### src/rtl/fetch_align_buffer_if.sv
// -----------------------------------------------------------------------------
// fetch_align_buffer_if
// Bundles the program-memory fetch port, the redirect port and the decode-side
// valid/ready port of fetch_align_buffer.
//   master : the fetch/align block (drives mem_addr and out_*)
//   slave  : the surroundings (program memory, branch unit, decode)
// Signals:
//   mem_addr[31:0]    word-aligned fetch address
//   mem_rdata[31:0]   combinational read data for mem_addr
//   redirect_valid    taken branch/jump, flush and refetch
//   redirect_pc[31:0] redirect target (bit 0 ignored)
//   out_valid/ready   decode handshake
//   out_instr[31:0]   aligned instruction
//   out_pc[31:0]      byte address of out_instr
//   out_compressed    out_instr came from a 16-bit encoding
// -----------------------------------------------------------------------------
interface fetch_align_buffer_if;
   logic [31:0] mem_addr;
   logic [31:0] mem_rdata;
   logic        redirect_valid;
   logic [31:0] redirect_pc;
   logic        out_valid;
   logic        out_ready;
   logic [31:0] out_instr;
   logic [31:0] out_pc;
   logic        out_compressed;

   modport master (
      output mem_addr,
      input  mem_rdata,
      input  redirect_valid,
      input  redirect_pc,
      output out_valid,
      input  out_ready,
      output out_instr,
      output out_pc,
      output out_compressed
   );

   modport slave (
      input  mem_addr,
      output mem_rdata,
      output redirect_valid,
      output redirect_pc,
      input  out_valid,
      output out_ready,
      input  out_instr,
      input  out_pc,
      input  out_compressed
   );
endinterface

### src/rtl/fetch_align_buffer.sv
// -----------------------------------------------------------------------------
// fetch_align_buffer
// Fetches word-aligned program memory, buffers the returned words as a
// halfword queue and presents one aligned instruction (16-bit RVC or 32-bit,
// including 32-bit instructions straddling a word boundary) per handshake.
// Ports:
//   clk      clock
//   reset_n  asynchronous active-low reset
//   bus      fetch_align_buffer_if.master (memory, redirect, decode ports)
// Parameters:
//   RESET_PC first byte address fetched after reset
//   QUEUE_HW halfword queue depth, 4..8
// Build option:
//   RVC_EXPAND_EN  when defined, compressed instructions are expanded to their
//                  RV32I equivalent on out_instr; otherwise out_instr carries
//                  {16'h0000, halfword} and decode expands them.
// -----------------------------------------------------------------------------
module fetch_align_buffer #(
   parameter logic [31:0] RESET_PC = 32'h0000_0000,
   parameter int          QUEUE_HW = 4
) (
   input logic                  clk,
   input logic                  reset_n,
   fetch_align_buffer_if.master bus
);

   localparam logic [6:0] OP_IMM = 7'b0010011;
   localparam logic [6:0] OP_REG = 7'b0110011;

   // Queue entry 0 (bits [15:0]) is the halfword at head_pc.
   logic [QUEUE_HW*16-1:0] q;
   logic [QUEUE_HW*16-1:0] q_next;
   logic [3:0]             count;
   logic [29:0]            fetch_ptr;
   logic                   drop_low;
   logic [31:0]            head_pc;

   logic [15:0] head;
   logic        is_wide;
   logic [3:0]  need;
   logic        valid;
   logic        pop;
   logic [3:0]  pop_n;
   logic [3:0]  rest;
   logic        push;

   // A redirect target's bit 0 carries no information for halfword fetch.
   logic unused_pc_bit0;
   assign unused_pc_bit0 = bus.redirect_pc[0];

`ifdef RVC_EXPAND_EN
   function automatic logic [31:0] expand_rvc(input logic [15:0] h);
      logic [4:0]  rd;
      logic [4:0]  rs2;
      logic [4:0]  rdp;
      logic [4:0]  rs1p;
      logic [11:0] imm6;
      logic [11:0] moff;
      logic [31:0] r;
      rd   = h[11:7];
      rs2  = h[6:2];
      rdp  = {2'b01, h[4:2]};
      rs1p = {2'b01, h[9:7]};
      imm6 = {{6{h[12]}}, h[12], h[6:2]};
      moff = {5'b0, h[5], h[12:10], h[6], 2'b00};
      r    = 32'h0000_0000;
      case (h[1:0])
         2'b00: begin
            if (h[15:13] == 3'b010)
               r = {moff, rs1p, 3'b010, rdp, 7'b0000011};               // c.lw
            else if (h[15:13] == 3'b110)
               r = {moff[11:5], rdp, rs1p, 3'b010, moff[4:0], 7'b0100011}; // c.sw
         end
         2'b01: begin
            case (h[15:13])
               3'b000: r = {imm6, rd, 3'b000, rd, OP_IMM};            // c.addi/c.nop
               3'b010: r = {imm6, 5'd0, 3'b000, rd, OP_IMM};          // c.li
               3'b011: begin                                          // c.lui
                  if (rd != 5'd0 && rd != 5'd2 && {h[12], h[6:2]} != 6'd0)
                     r = {{14{h[12]}}, h[12], h[6:2], rd, 7'b0110111};
               end
               3'b100: begin
                  case (h[11:10])
                     2'b00: if (!h[12]) r = {7'b0000000, rs2, rs1p, 3'b101, rs1p, OP_IMM}; // c.srli
                     2'b01: if (!h[12]) r = {7'b0100000, rs2, rs1p, 3'b101, rs1p, OP_IMM}; // c.srai
                     2'b10: r = {imm6, rs1p, 3'b111, rs1p, OP_IMM};                        // c.andi
                     default: begin
                        if (!h[12]) begin
                           case (h[6:5])
                              2'b00:   r = {7'b0100000, rdp, rs1p, 3'b000, rs1p, OP_REG}; // c.sub
                              2'b01:   r = {7'b0000000, rdp, rs1p, 3'b100, rs1p, OP_REG}; // c.xor
                              2'b10:   r = {7'b0000000, rdp, rs1p, 3'b110, rs1p, OP_REG}; // c.or
                              default: r = {7'b0000000, rdp, rs1p, 3'b111, rs1p, OP_REG}; // c.and
                           endcase
                        end
                     end
                  endcase
               end
               default: r = 32'h0000_0000;
            endcase
         end
         2'b10: begin
            if (h[15:13] == 3'b000 && !h[12])
               r = {7'b0000000, rs2, rd, 3'b001, rd, OP_IMM};          // c.slli
            else if (h[15:13] == 3'b100 && rs2 != 5'd0)
               r = h[12] ? {7'b0000000, rs2, rd, 3'b000, rd, OP_REG}   // c.add
                         : {7'b0000000, rs2, 5'd0, 3'b000, rd, OP_REG}; // c.mv
         end
         default: r = 32'h0000_0000;
      endcase
      return r;
   endfunction
`else
   function automatic logic [31:0] expand_rvc(input logic [15:0] h);
      return {16'h0000, h};
   endfunction
`endif

   // Head classification and handshake / fetch decisions.
   always_comb begin
      head    = q[15:0];
      is_wide = (head[1:0] == 2'b11);
      need    = is_wide ? 4'd2 : 4'd1;
      valid   = (count >= need) && !bus.redirect_valid;
      pop     = valid && bus.out_ready;
      pop_n   = pop ? need : 4'd0;
      rest    = count - pop_n;
      push    = (rest <= 4'(QUEUE_HW - 2)) && !bus.redirect_valid;
   end

   // Shift out consumed halfwords, then append the fetched word behind the
   // survivors. Slots past the new count are don't-care.
   // NOTE: every combinational output gets a value before any condition, so no
   // path leaves it unassigned and no latch is inferred.
   always_comb begin
      q_next = q >> {pop_n, 4'b0000};
      for (int i = 0; i < QUEUE_HW; i++) begin
         if (push) begin
            if (drop_low) begin
               if (4'(i) == rest) q_next[i*16 +: 16] = bus.mem_rdata[31:16];
            end else begin
               if (4'(i) == rest)        q_next[i*16 +: 16] = bus.mem_rdata[15:0];
               if (4'(i) == rest + 4'd1) q_next[i*16 +: 16] = bus.mem_rdata[31:16];
            end
         end
      end
   end

   // NOTE: state registers use non-blocking assignments so every flop samples
   // the pre-edge values regardless of statement order. The small halfword
   // array is reset along with the control state so out_instr never derives
   // from uninitialised storage.
   always_ff @(posedge clk or negedge reset_n) begin
      if (!reset_n) begin
         q         <= '0;
         count     <= '0;
         fetch_ptr <= RESET_PC[31:2];
         drop_low  <= RESET_PC[1];
         head_pc   <= RESET_PC;
      end else if (bus.redirect_valid) begin
         count     <= '0;
         head_pc   <= {bus.redirect_pc[31:1], 1'b0};
         fetch_ptr <= bus.redirect_pc[31:2];
         drop_low  <= bus.redirect_pc[1];
      end else begin
         q     <= q_next;
         count <= rest + (push ? (drop_low ? 4'd1 : 4'd2) : 4'd0);
         if (pop)
            head_pc <= head_pc + (is_wide ? 32'd4 : 32'd2);
         if (push) begin
            fetch_ptr <= fetch_ptr + 30'd1;
            drop_low  <= 1'b0;
         end
      end
   end

   assign bus.mem_addr       = {fetch_ptr, 2'b00};
   assign bus.out_valid      = valid;
   assign bus.out_pc         = valid ? head_pc : 32'h0000_0000;
   assign bus.out_compressed = valid && !is_wide;
   assign bus.out_instr      = !valid ? 32'h0000_0000 :
                               is_wide ? q[31:0] : expand_rvc(head);

endmodule
### src/flat_wrapper.sv
// flat-port wrapper written by rule: the top's interface ports become plain ports
module fetch_align_buffer_flat 
#(
   parameter logic [31:0] RESET_PC = 32'h0000_0000,
   parameter int          QUEUE_HW = 4
)
  (clk, reset_n, bus_mem_addr, bus_mem_rdata, bus_redirect_valid, bus_redirect_pc, bus_out_valid, bus_out_ready, bus_out_instr, bus_out_pc, bus_out_compressed);
  fetch_align_buffer_if bus_i ();
  input logic clk;
  input logic reset_n;
  output wire logic [$bits(bus_i.mem_addr)-1:0] bus_mem_addr;
  input wire logic [$bits(bus_i.mem_rdata)-1:0] bus_mem_rdata;
  input wire logic [$bits(bus_i.redirect_valid)-1:0] bus_redirect_valid;
  input wire logic [$bits(bus_i.redirect_pc)-1:0] bus_redirect_pc;
  output wire logic [$bits(bus_i.out_valid)-1:0] bus_out_valid;
  input wire logic [$bits(bus_i.out_ready)-1:0] bus_out_ready;
  output wire logic [$bits(bus_i.out_instr)-1:0] bus_out_instr;
  output wire logic [$bits(bus_i.out_pc)-1:0] bus_out_pc;
  output wire logic [$bits(bus_i.out_compressed)-1:0] bus_out_compressed;
  assign bus_mem_addr = bus_i.mem_addr;
  assign bus_i.mem_rdata = bus_mem_rdata;
  assign bus_i.redirect_valid = bus_redirect_valid;
  assign bus_i.redirect_pc = bus_redirect_pc;
  assign bus_out_valid = bus_i.out_valid;
  assign bus_i.out_ready = bus_out_ready;
  assign bus_out_instr = bus_i.out_instr;
  assign bus_out_pc = bus_i.out_pc;
  assign bus_out_compressed = bus_i.out_compressed;
  fetch_align_buffer #(.RESET_PC(RESET_PC), .QUEUE_HW(QUEUE_HW)) u_core (.clk(clk), .reset_n(reset_n), .bus(bus_i));
endmodule
### config.mk
export PLATFORM = sky130hd
export DESIGN_NAME = fetch_align_buffer_flat
export DESIGN_NICKNAME = d
export VERILOG_FILES = /design/src/rtl/fetch_align_buffer_if.sv /design/src/rtl/fetch_align_buffer.sv /design/src/flat_wrapper.sv
export SDC_FILE = /design/constraint.sdc
export NUM_CORES = 1
export LEC_CHECK = 0
export CORE_ASPECT_RATIO = 0.7
export CORE_MARGIN = 8
export CORE_UTILIZATION = 44
export DETAILED_ROUTE_END_ITERATION = 10
export PLACE_DENSITY_LB_ADDON = 0.2
export RECOVER_POWER = 25
export SYNTH_ARGS = -nofsm -noshare
export SYNTH_HDL_FRONTEND = slang
export SYNTH_SLANG_ARGS = --single-unit
### constraint.sdc
create_clock -name clk -period 5.05 [get_ports clk]
set_input_delay 1.01 -clock clk [delete_from_list [all_inputs] [get_ports clk]]
set_output_delay 1.01 -clock clk [all_outputs]
set_load 0.005 [all_outputs]
==> summary.md <==
| Metric | Value |
|---|---|
| Outcome | finished with violations |
| Violated checks | max-capacitance violations, max-slew violations |
| Unrepaired setup endpoints after global routing | no |
| Startpoint type of the worst setup path | flop |
| # setup viols final | 0 |
| Part of the total power dissipated in the clock network | 17.6% |
| Skew final | 9.80 ps |
| Switching fraction of total power | 48.1% |
| Avg Inst Size Synth | 8.43 sq um |
| Unique masters post-synth | 77 |
| P per Cell Area | 634 nW/um^2 |
| Die outline area | 27,100 sq um |
| FFs w/ async S/R, synth | 100% |
| Top cells by area in the synthesized netlist | sky130_fd_sc_hd__dfrtp_1 34%, sky130_fd_sc_hd__nand2_1 5.0%, sky130_fd_sc_hd__mux2_2 4.5%, sky130_fd_sc_hd__and3_1 4.3%, sky130_fd_sc_hd__xnor2_1 3.6% |
| 1st-iter DRT viols | 1,213 |
| CP Capture Type | primary output |
| Crit path time final | 4670 ps |
| DRC viols | 0 |
| Netlist area before placement | 9680 sq um |
| GRT Overall Usage | 25.9% |
| Switch Pwr | 0.00370 W |
| Final RePlAce weighted congestion | 0.894 |
| Largest voltage drop on the vdd net | 0.000462 V |
| Post-CTS setup buffer count | 0 |
| First-pass GRT wire length | 56,600 microns |
| Slew HR | -101% |
| CTS hold repair buffers | 0 |
| Hold Violations, Final | 0 |
| Clock net sink count | 130 |
| Share of the synthesized area in the top cell type | 33.6% |
| Leakage Power | 4.92 nW |
| Final Max Slew Viols | 52 |
| Standard-cell rows | 45 |
| Top cell types by occurrence after synthesis | 130 x sky130_fd_sc_hd__dfrtp_1, 130 x sky130_fd_sc_hd__nand2_1, 72 x sky130_fd_sc_hd__nor2_1 |
| Crit Path Category | reg2out |
| Area added between synthesis and finish | 25.3% |
| Antenna-violating nets left | 0 |
| Number of warnings reported in the yosys synthesis log | 0 |
| Data arrival time of the worst path | 3660 ps |
| Count of vias placed by the detailed router | 10,100 |
| Worst reg2reg setup slack | 540 ps |
| Die X | 193 microns |
| Combinational power share | 60.3% |
| Endpoint of the worst register-to-register path | u_core.count[3] |
| Start of the worst register-to-register path | u_core.q[1] |
| Int Pwr | 0.00400 W |
| Cell count after synthesis | 1,149 |
| Primary flip-flop cell chosen by synthesis mapping | sky130_fd_sc_hd__dfrtp_1 |
| Initial antenna violation count | 1 |
| Number of buffers on the longest clock path | 2 |
| Clock network latency to the later pin of the worst-skew pair | 440 ps |
| Die height | 140 microns |
| Fin nets | 1,350 |
| Crit Path Max Fanout | 36 |
| Sequential share of power | 22.2% |
| Worst r2r path cells | 16 |
| Register bit count reported by yosys | 130 |
| Layout cell share with drive strength beyond 1 | 11.1% |
| Cell area after layout | 12,100 sq um |
| WL/cell | 23.1 microns |
| CTS H-Tree Depth | 4 |
| Ant. Diodes | 0 |
| I/O pin cnt | 166 |
| Starting density of the core | 44.8% |
| Required arrival time at the worst endpoint | 4040 ps |
| Maximum number of pins on one net before global-route repair | 93 |
| Post-placement cell area | 11,500 sq um |
| Total length of routed wires | 36,200 microns |
| Max-cap violation count | 1 |
| Congestion Overflow GR | 0 |
| # resized after CTS | 0 |
| Max frequency | 214 MHz |
| Hold Path Origin | u_core.q[2] |
| Sink of the worst hold path | u_core.q[2] |
| Vias in the first global route | 9,714 |
| Measured slew at the worst slew-check pin | 3010 ps |
| Post-route clock period utilization | 92.4% |
| Total iterations of the first detailed-routing run | 7 |
| Number of enable-type register cells in the synthesized netlist | 0 |
| Fin Setup TNS | 0 ps |
| Core Area | 21,600 sq um |
| Sequential element share of the synthesized area | 33.6% |
| Clock Pin Slew Worst Setup and Hold Paths | 70 ps |
| Via density | 6.44 |
| Tightest Hold Check Type | reg2reg |
| Min-Delay Path Depth | 1 |
| CTS tree | built |
| CTS Root Buffer Type | sky130_fd_sc_hd__clkbuf_16 |
| Post-synth top area cell | sky130_fd_sc_hd__dfrtp_1 |
| Detailed Place HPWL | 23,700 microns |
| Input/output buffers | 161 |
| TritonCTS buffer count | 17 |
[metrics by stage]
stage	instances	utilization [%]	worst slack, ps	hold slack, ps	total power [W]
after global routing	1565	56.1	194	512	0.00812
after CTS	1565	56.1	283	506	0.00758
after detailed placement	1533	53.3	320	492	0.00621
after global placement	1533	53.3	376	485	0.00613
final	1565	56.1	382	504	0.00770
after floorplan	1151	-	20.8	452	0.00451
[state kept, by name (all words and copies together), names as in the netlist]
register          cells
u_core.drop_low       1
u_core.q             64
u_core.count          4
u_core.head_pc       31
u_core.fetch_ptr     30
[area by class of cell]
class,count,area (sq um)
fill,2017,9490
sequential,130,3250
timing repair buffer,196,1870
tap,282,353
multi-input combinational,893,5910
clock inverter,15,195
inverter,32,125
clock buffer,17,425
[worst max path at each step]
stage	start	slack [ps]	endpoint	cells after the start
5_1_grt	u_core.q[1]	190	bus_out_instr[27]	9
2_1_floorplan	u_core.q[1]	20	u_core.count[2]	24
3_5_place_dp	u_core.q[1]	320	u_core.count[3]	16
4_1_cts	u_core.q[1]	280	u_core.count[3]	16
6_report	u_core.q[1]	380	bus_out_instr[23]	9
3_3_place_gp	bus_out_ready	380	u_core.count[3]	13
[logic make-up (layout without fill, tap and decap cells)]
logic type      count (synthesis)  in the layout  share of synthesized area [%]
simple gates                  416            416                           21.1
compound gates                342            342                           25.5
flops                         130            130                           33.6
buf+inv                       128            260                           5.76
xor+xnor                       62             62                           5.83
mux                            58             58                           6.50
fa+ha+maj                      12             12                           1.71
other cells                     1              3                         0.0387
[power by group through the flow]
stage	combinational (W)	clock [W]	sequential [W]
2_1_floorplan	0.00291	0	0.00160
3_3_place_gp	0.00443	0	0.00170
3_5_place_dp	0.00450	0	0.00171
4_1_cts	0.00453	0.00136	0.00169
5_1_grt	0.00496	0.00141	0.00175
6_report	0.00464	0.00135	0.00171
[critical path: stages, from the launching register on]
cell and delay (ps):
sky130_fd_sc_hd__dfrtp_1 380, sky130_fd_sc_hd__and2_1 160, sky130_fd_sc_hd__clkinv_1 200, sky130_fd_sc_hd__ha_1 330, sky130_fd_sc_hd__nand2b_1 190, sky130_fd_sc_hd__a2111oi_4 350
sky130_fd_sc_hd__buf_4 520, sky130_fd_sc_hd__nor2_1 340, sky130_fd_sc_hd__and3_1 290, sky130_fd_sc_hd__clkdlybuf4s50_1 450
[layout by cell type, fill, tap and decap left out, drive strengths merged, types with 13 or more instances in the layout]
master	Yosys	routed
o211ai	21	21
xor2	20	20
o21ai	71	71
o31ai	20	20
a221oi	23	23
clkbuf	66	20
nand3	43	43
a21oi	55	55
nor3	36	36
nand2	130	130
o2111ai	14	14
mux2	39	39
a31oi	13	13
xnor2	41	41
inv	30	37
and3	66	66
and2	14	14
nor2	73	73
buf	30	34
nand2b	13	13
dfrtp	130	130
mux2i	19	19
nand4	13	13
clkdlybuf4s50	0	159
o22a	17	17
o22ai	18	18
[layer usage]
metal	vias to the layer above	share of wire (%)	track usage, %
met1	4928	44	36.4
met4	2	1.4	7.19
met5	-	0.036	0
li1	4495	-	-
met2	596	44	38.7
met3	55	11	6.48
Power figures use the tool's default switching activity.
